File: src/rtl/emoji_sound_scheduler.sv
// Emoji clip scheduler: request FIFO, sample-rate tick and a clip
// sequencer that shares one ROM port with the codec sample path.
module emoji_sound_scheduler #(
  parameter int DIV       = 1134,
  parameter int CLIP_LEN  = 4096,
  parameter int GAP_TICKS = 441,
  parameter int QDEPTH    = 4
) (
  input  logic        FPGA_clock,
  input  logic        reset,
  input  logic        char_valid,
  input  logic [7:0]  ascii_code,
  input  logic [15:0] rom_q,
  output logic [11:0] rom_address,
  output logic [1:0]  rom_select,
  output logic        rom_en,
  output logic [15:0] audio_out,
  output logic        sample_strobe,
  output logic        busy,
  output logic        queue_full,
  output logic        dropped
);

  localparam int TW = (DIV > 1) ? $clog2(DIV) : 1;
  localparam int AW = (QDEPTH > 1) ? $clog2(QDEPTH) : 1;
  localparam int GW = (GAP_TICKS > 1) ? $clog2(GAP_TICKS) : 1;

  localparam logic [TW-1:0] TMAX  = TW'(DIV - 1);
  localparam logic [11:0]   AMAX  = 12'(CLIP_LEN - 1);
  localparam logic [GW-1:0] GMAX  = GW'(GAP_TICKS - 1);
  localparam logic [AW:0]   QFULL = (AW + 1)'(QDEPTH);

  typedef enum logic [1:0] {
    IDLE,
    START,
    PLAY,
    GAP
  } state_t;

  state_t        state_q;

  logic [TW-1:0] tcnt_q;
  logic [TW-1:0] tcnt_d;
  logic          tick;

  logic [1:0]    mem_q [QDEPTH];
  logic [AW-1:0] wptr_q;
  logic [AW-1:0] rptr_q;
  logic [AW:0]   cnt_q;
  logic [AW:0]   cnt_d;
  logic          is_emoji;
  logic          full;
  logic          pop;
  logic          push;
  logic          dropped_q;

  logic [11:0]   addr_q;
  logic          done_q;
  logic          issue;
  logic          rd_v_q;
  logic          rd_last_q;
  logic [GW-1:0] gap_q;
  logic [11:0]   rom_address_q;
  logic [1:0]    sel_q;
  logic          rom_en_q;
  logic [15:0]   audio_q;
  logic          strobe_q;

  // Tick, FIFO control and read-issue decisions
  always_comb begin
    tick     = (tcnt_q == TMAX);
    tcnt_d   = tick ? '0 : tcnt_q + 1'b1;
    is_emoji = char_valid && (ascii_code[7:2] == 6'b100000);
    full     = (cnt_q == QFULL);
    pop      = (state_q == IDLE) && (cnt_q != '0);
    // A full FIFO still accepts a push when its head leaves this cycle
    push     = is_emoji && (!full || pop);
    cnt_d    = cnt_q;
    if (push && !pop) begin
      cnt_d = cnt_q + 1'b1;
    end else if (pop && !push) begin
      cnt_d = cnt_q - 1'b1;
    end
    // The START tick issues address 0; the pulse itself lands in PLAY
    issue = tick &&
            ((state_q == START) ||
             ((state_q == PLAY) && !done_q));
  end

  // Free-running sample-rate divider
  always_ff @(posedge FPGA_clock or posedge reset) begin
    if (reset) begin
      tcnt_q <= '0;
    end else begin
      tcnt_q <= tcnt_d;
    end
  end

  // Request FIFO storage, pointers and drop flag
  always_ff @(posedge FPGA_clock or posedge reset) begin
    if (reset) begin
      for (int i = 0; i < QDEPTH; i++) begin
        mem_q[i] <= '0;
      end
      wptr_q    <= '0;
      rptr_q    <= '0;
      cnt_q     <= '0;
      dropped_q <= 1'b0;
    end else begin
      if (push) begin
        mem_q[wptr_q] <= ascii_code[1:0];
        wptr_q        <= wptr_q + 1'b1;
      end
      if (pop) begin
        rptr_q <= rptr_q + 1'b1;
      end
      cnt_q     <= cnt_d;
      dropped_q <= is_emoji && !push;
    end
  end

  // Clip sequencer with registered ROM and codec outputs
  always_ff @(posedge FPGA_clock or posedge reset) begin
    if (reset) begin
      state_q       <= IDLE;
      sel_q         <= '0;
      addr_q        <= '0;
      done_q        <= 1'b0;
      rom_address_q <= '0;
      rom_en_q      <= 1'b0;
      rd_v_q        <= 1'b0;
      rd_last_q     <= 1'b0;
      gap_q         <= '0;
      audio_q       <= '0;
      strobe_q      <= 1'b0;
    end else begin
      rom_en_q  <= issue;
      strobe_q  <= 1'b0;
      // rom_q is valid in the cycle after rom_en; latch it then
      rd_v_q    <= rom_en_q;
      rd_last_q <= rom_en_q && (rom_address_q == AMAX);
      if (issue) begin
        rom_address_q <= addr_q;
        if (addr_q == AMAX) begin
          done_q <= 1'b1;
        end else begin
          addr_q <= addr_q + 1'b1;
        end
      end
      unique case (state_q)
        IDLE: begin
          audio_q <= '0;
          if (pop) begin
            sel_q   <= mem_q[rptr_q];
            addr_q  <= '0;
            done_q  <= 1'b0;
            state_q <= START;
          end
        end
        START: begin
          if (tick) begin
            state_q <= PLAY;
          end
        end
        PLAY: begin
          if (rd_v_q) begin
            audio_q  <= rom_q;
            strobe_q <= 1'b1;
            if (rd_last_q) begin
              state_q <= GAP;
              gap_q   <= '0;
            end
          end
        end
        GAP: begin
          audio_q <= '0;
          if (tick) begin
            if (gap_q == GMAX) begin
              state_q <= IDLE;
            end else begin
              gap_q <= gap_q + 1'b1;
            end
          end
        end
        default: state_q <= IDLE;
      endcase
    end
  end

  assign rom_address   = rom_address_q;
  assign rom_select    = sel_q;
  assign rom_en        = rom_en_q;
  assign audio_out     = audio_q;
  assign sample_strobe = strobe_q;
  assign busy          = (state_q != IDLE);
  assign queue_full    = full;
  assign dropped       = dropped_q;

endmodule

File: config.mk
export PLATFORM = sky130hd
export DESIGN_NAME = emoji_sound_scheduler
export DESIGN_NICKNAME = d
export VERILOG_FILES = /design/src/rtl/emoji_sound_scheduler.sv
export SDC_FILE = /design/constraint.sdc
export NUM_CORES = 1
export LEC_CHECK = 0
export CAP_MARGIN = 20
export CORE_UTILIZATION = 45
export CTS_CLUSTER_DIAMETER = 40
export CTS_CLUSTER_SIZE = 14
export DETAILED_ROUTE_END_ITERATION = 7
export PLACE_DENSITY = 0.68
export SYNTH_ARGS = -nofsm -noshare
export SYNTH_HDL_FRONTEND = slang
export SYNTH_SLANG_ARGS = --single-unit
File: constraint.sdc
create_clock -name FPGA_clock -period 5.42 [get_ports FPGA_clock]
set_input_delay 1.084 -clock FPGA_clock [delete_from_list [all_inputs] [get_ports FPGA_clock]]
set_output_delay 1.084 -clock FPGA_clock [all_outputs]
set_load 0.01 [all_outputs]
==> results of run 1 <==
-- final timing paths --
path	start	to	slack [ns]	cells past startpoint
max in group asynchronous	reset	gap_q[5]	3.25	3
min in group asynchronous	reset	addr_q[0]	1.20	2
min reg2reg	rom_en	rd_v_q	0.43	0
max	ascii_code[3]	cnt_q[2]	2.25	10
max reg2reg	state_q[0]	addr_q[9]	2.73	7
min	rom_en	rd_v_q	0.43	0
-- per-stage QoR --
step	hold WS, ns	setup WS, ns	instances	utilization
finish	0.429	2.25	593	0.559
floorplan	0.435	2.14	418	-
CTS	0.424	2.24	592	0.558
detailed placement	0.404	1.87	576	0.539
global route	0.455	2.03	593	0.559
global placement	0.414	1.93	576	0.539
-- final cells by class --
class	count	share of cell area
inverter	30	0.0221
sequential	85	0.414
tap	111	0.0270
clock buffer	12	0.0282
timing repair buffer	65	0.125
multi-input combinational	286	0.378
clock inverter	4	0.00608
-- report_power, final --
part | internal, W | switching, W | total (W) | leakage [nW]
logic | 0.000180 | 0.000268 | 0.000448 | 0.995
clock network | 0.000181 | 0.000228 | 0.000409 | 0.0792
registers | 0.000677 | 0.0000451 | 0.000722 | 1.15
-- cell families (layout without fill, tap and decap cells) --
| logic type | after synthesis | after routing |
|---|---|---|
| AOI/OAI and AO/OA | 69 | 69 |
| xor gates and xnor gates | 24 | 24 |
| adders and majority gates | 15 | 15 |
| buffers and inverters | 47 | 111 |
| DFF | 85 | 85 |
| muxes | 16 | 16 |
| and+or+nand+nor | 162 | 162 |
-- flip-flops by register name, summed over array words and instances, names as in the netlist, 2 cells and up --
register,count
rom_select,2
audio_out,16
wptr_q,2
rom_address,12
rptr_q,2
gap_q,9
mem_q,8
addr_q,12
state_q,2
tcnt_q,11
cnt_q,3
-- Yosys cell counts, drive strengths merged (10+ instances only) --
cell / count / area [um2]
clkbuf: 15 / 56.3
nand2: 68 / 255
nand3: 16 / 80.1
dfrtp: 85 / 2130
nor2: 26 / 97.6
a22o: 20 / 175
o21ai: 25 / 125
nor4: 10 / 77.6
inv: 30 / 113
ha: 14 / 175
nor3: 12 / 81.3
mux2: 14 / 158
xnor2: 19 / 166
-- per-layer routing --
layer | up-vias | global-route usage | routed length [um]
met3 | 9 | 0.0358 | 267
li1 | 1570 | - | -
met5 | - | 0 | 0
met2 | 57 | 0.324 | 4380
met1 | 1604 | 0.233 | 3890
met4 | 0 | 0.0713 | 124
-- worst max-delay path, delay by kind of cell --
kind / cells / cell delay [ns]
adders and majority gates: 2 / 0.67
AOI/OAI and AO/OA: 1 / 0.52
buffers and inverters: 2 / 0.45
and+or+nand+nor: 3 / 0.42
xor gates and xnor gates: 2 / 0.32
==> out/results.txt, run 1 <==
status - finished, final reports clean
Final min period - 3.17 ns
CORE AREA - 9200 um2
Post-Synth XOR/XNOR Area - 0.0494
DPL Wire Length - 6120 um
WL/cell - 14.6 um
placed instance area - 4960 um2
ys async rst share - 1.00
Cells after Synth - 418
syn avg cell area - 10.2 um2
Synth Area in Compound Gates - 0.119
post-synth cell types - 51
Rel. slew slack - 0.435
hold crit path type - reg -> reg
FF/Latch Area - 2130 um2
Warnings, synthesis - 0
Worst EP required - 5.70 ns
Diodes inserted - 0
clock skew - 0.0120 ns
commonest non-fill, non-tap cell in the layout - dfrtp_1
Layout area overhead - 20.8%
largest net degree at the start of global routing - 50
Post-CTS Setup Repair Bufs - 0
f_max - 0.316 GHz
multiplexer share of the synthesized area - 0.0476
die area - 9850 um2
Final GP Congestion - 0.849
maximum root-to-sink buffer count - 2
critical path launch point type - input pin
cts bufs inserted - 9
VDD IR-drop max - 187 uV
Worst setup EP type - flip-flop
final antenna-violating net count - 0
cell mode on critical path - xor2_1
top-level port count - 62
adder-cell share of the synthesized area - 0.0458
total track usage - 0.187
setup violators final - 0
Worst-path clk slew - 0.09 ns
Sink Count - 85
DIE HEIGHT - 99.3 um
register bit total from synthesis - 85
IO buf count - 61
nets@finish - 519
Critical Path Slowest Stage Cell - a21oi_1
CTS Hold Bufs - 0
area occupied by multi-input gates - 1950 um2
ys flop type - dfrtp_1
highest-count cells in the layout ignoring fill and taps - dfrtp_1 (85), nand2_1 (68), clkdlybuf4s50_1 (61)
placement row count - 35
unrepaired setup endpoints after global routing - false
Design Power - 0.00158 W
post-cts sizing count - 0
Chip Width - 99.3 um
largest fanout on the critical path - 8
EDFF count, synth - 0
layout cells sized above 1 - 0.0913
number of DRC markers in iteration 0 - 122
setup TNS - 0 ns
Power Density - 307 nW/um2
largest family of logic cells by synthesized area - simple AND/OR/NAND/NOR gates
CTS H-tree depth - 3
final instance area - 5140 um2
initial antenna violation count - 0
max cap viols - 0
gr ovfl total - 0
first-pass GRT wire length - 14700 um
worst-margin pin slew - 0.846 ns
max-slew violations - 0
DRC viols - 0
Initial Utilization - 0.463
Via-to-Cell Ratio - 5.46
Critical Path AT - 3.45 ns
vias in the first global route - 3132
critical path class - in -> reg
clk_lat worst skew - 0.35 ns
total nets after synthesis - 460
Hold Fails Final Rpt - 0
final worst-path cycle share - 0.584
Crit path largest cell delay - 0.52 ns
register area share after synthesis - 0.500
worst-path cell chain - clkdlybuf4s50_1 -> nor3_1 -> nand4_1 -> a21oi_1 -> ha_1 -> inv_1 -> fa_1 -> xor2_1 -> nor2_1 -> xor2_1
Root Driver - clkbuf_8
vias after detailed routing - 3240
Fillers - 825
Leakage Power - 2.22 nW
CTS tree - built
first-pass iteration count of the detailed router - 4
Post-Route WL - 8660 um
Post-Synth Simple-Gate Area - 0.195
synthesized cell area - 4260 um2
Note: power is estimated with default switching activity, not from simulation.
==> run 2, diff against run 1 <==
==> constraint.sdc (replaced) <==
create_clock -name FPGA_clock -period 2.94 [get_ports FPGA_clock]
set_input_delay 0.588 -clock FPGA_clock [delete_from_list [all_inputs] [get_ports FPGA_clock]]
set_output_delay 0.588 -clock FPGA_clock [all_outputs]
set_load 0.01 [all_outputs]
==> out/results.txt, run 2 (synthesized netlist as in run 1, its figures left out) <==
critical path class - reg -> out
pre-CTS WS - 0.282 ns
DRC viols - 0
Final GP Congestion - 0.831
critical path launch point type - flip-flop
met1 Track Usage GR - 0.238
largest net degree at the start of global routing - 43
highest-count cells in the layout ignoring fill and taps - dfrtp_1 (85), nand2_1 (68), clkdlybuf4s50_1 (61)
f_max - 0.425 GHz
DIE HEIGHT - 99.3 um
vias in the first global route - 3222
CTS H-tree depth - 3
WL/cell - 14.0 um
Power Density - 569 nW/um2
vias after detailed routing - 3182
commonest non-fill, non-tap cell in the layout - dfrtp_1
worst-margin pin slew - 0.711 ns
Rel. slew slack - 0.526
Root Driver - clkbuf_8
Final min period - 2.35 ns
DPL Wire Length - 6010 um
met3 Use GR - 0.0344
largest fanout on the critical path - 4
max cap viols - 0
Critical Path Source - state_q[0]
worst r2r src - tcnt_q[7]
Hold Fails Final Rpt - 0
Post-CTS Setup Repair Bufs - 0
setup violators final - 0
unrepaired setup endpoints after global routing - false
top-level port count - 62
post-cts sizing count - 0
Post-Route WL - 8350 um
met2 GRT Util - 0.325
final cell count without fillers - 596
status - finished, final reports clean
max-slew violations - 0
final worst slack - 0.588 ns
Leakage Power - 2.26 nW
placed instance area - 5010 um2
maximum root-to-sink buffer count - 2
reg2reg path depth - 5
die area - 9850 um2
cts bufs inserted - 9
Layout area overhead - 22.1%
Diodes inserted - 0
final antenna-violating net count - 0
layout cells sized above 1 - 0.0969
placement row count - 35
Sink Count - 85
clk_lat worst skew - 0.34 ns
clock skew - 0.0104 ns
busiest metal layer after global routing - met2
number of DRC markers in iteration 0 - 126
setup TNS - 0 ns
hold crit path type - reg -> reg
CORE AREA - 9200 um2
Worst setup EP type - output port
IO buf count - 61
Fillers - 804
nets@finish - 523
Chip Width - 99.3 um
critical path endpoint - busy
WHS - 0.418 ns
VDD IR-drop max - 393 uV
Placed Cells - 581
Critical Path AT - 1.76 ns
total track usage - 0.188
first-pass GRT wire length - 14800 um
Via-to-Cell Ratio - 5.34
CTS Hold Bufs - 0
final instance area - 5200 um2
gr ovfl total - 0
Worst-path clk slew - 0.07 ns
Worst EP required - 2.35 ns
Reg2Reg Setup Slack - 0.67 ns
CTS tree - built
initial antenna violation count - 0
Initial Utilization - 0.463
capture point of the worst reg-to-reg path - addr_q[5]
first-pass iteration count of the detailed router - 4
max reg flops - 16
final worst-path cycle share - 0.800
==> run 2: cell types whose count changed in the layout (fill, tap and decap cells not counted) <==
cell,previous run,this run
buf_4,4,7
clkinvlp_4,3,1
buf_12,0,1
bufinv_16,0,1
clkinv_4,0,1
inv_6,1,0
==> run 2: critical path, cell delays in order (launching register included) <==
cell and delay, ns:
dfrtp_1 0.39, inv_1 0.08, ha_1 0.28, inv_1 0.12, clkdlybuf4s50_1 0.55
==> run 2: area by class of cell <==
class / instances / area (um2) / area share
Clock buffer: 12 / 145 / 0.0279
Timing Repair Buffer: 69 / 683 / 0.131
Multi-Input combinational cell: 286 / 1950 / 0.374
Clock inverter: 3 / 46.3 / 0.00890
Inverter: 30 / 114 / 0.0219
Sequential cell: 85 / 2130 / 0.409
Tap cell: 111 / 139 / 0.0267
==> run 2: through the flow <==
step | power (W) | util
after global routing | 0.00314 | 0.565
after global placement | 0.00217 | 0.545
after floorplan | 0.00191 | -
after CTS | 0.00301 | 0.565
after detailed placement | 0.00219 | 0.545
final | 0.00296 | 0.565
==> run 2: worst min path at each step <==
stage	cells past startpoint	slack, ns	startpoint	to
after floorplan	0	0.43	rom_en	rd_v_q
after global placement	0	0.43	rom_en	rd_v_q
after detailed placement	0	0.41	rom_en	rd_v_q
after CTS	0	0.43	rom_en	rd_v_q
after global routing	0	0.45	rom_en	rd_v_q
final	0	0.42	rom_en	rd_v_q
==> run 2: report_power, final <==
group / internal (W) / total, W / switching (W)
registers: 0.00125 / 0.00133 / 0.0000801
logic: 0.000340 / 0.000830 / 0.000490
clock network: 0.000414 / 0.000803 / 0.000389
==> run 2: metal layers <==
layer | wire (um) | vias up | share of wire
met4 | 90 | 0 | 0.011
met2 | 4230 | 53 | 0.51
met5 | 0 | - | 0
met3 | 286 | 10 | 0.034
li1 | - | 1569 | -
met1 | 3740 | 1550 | 0.45
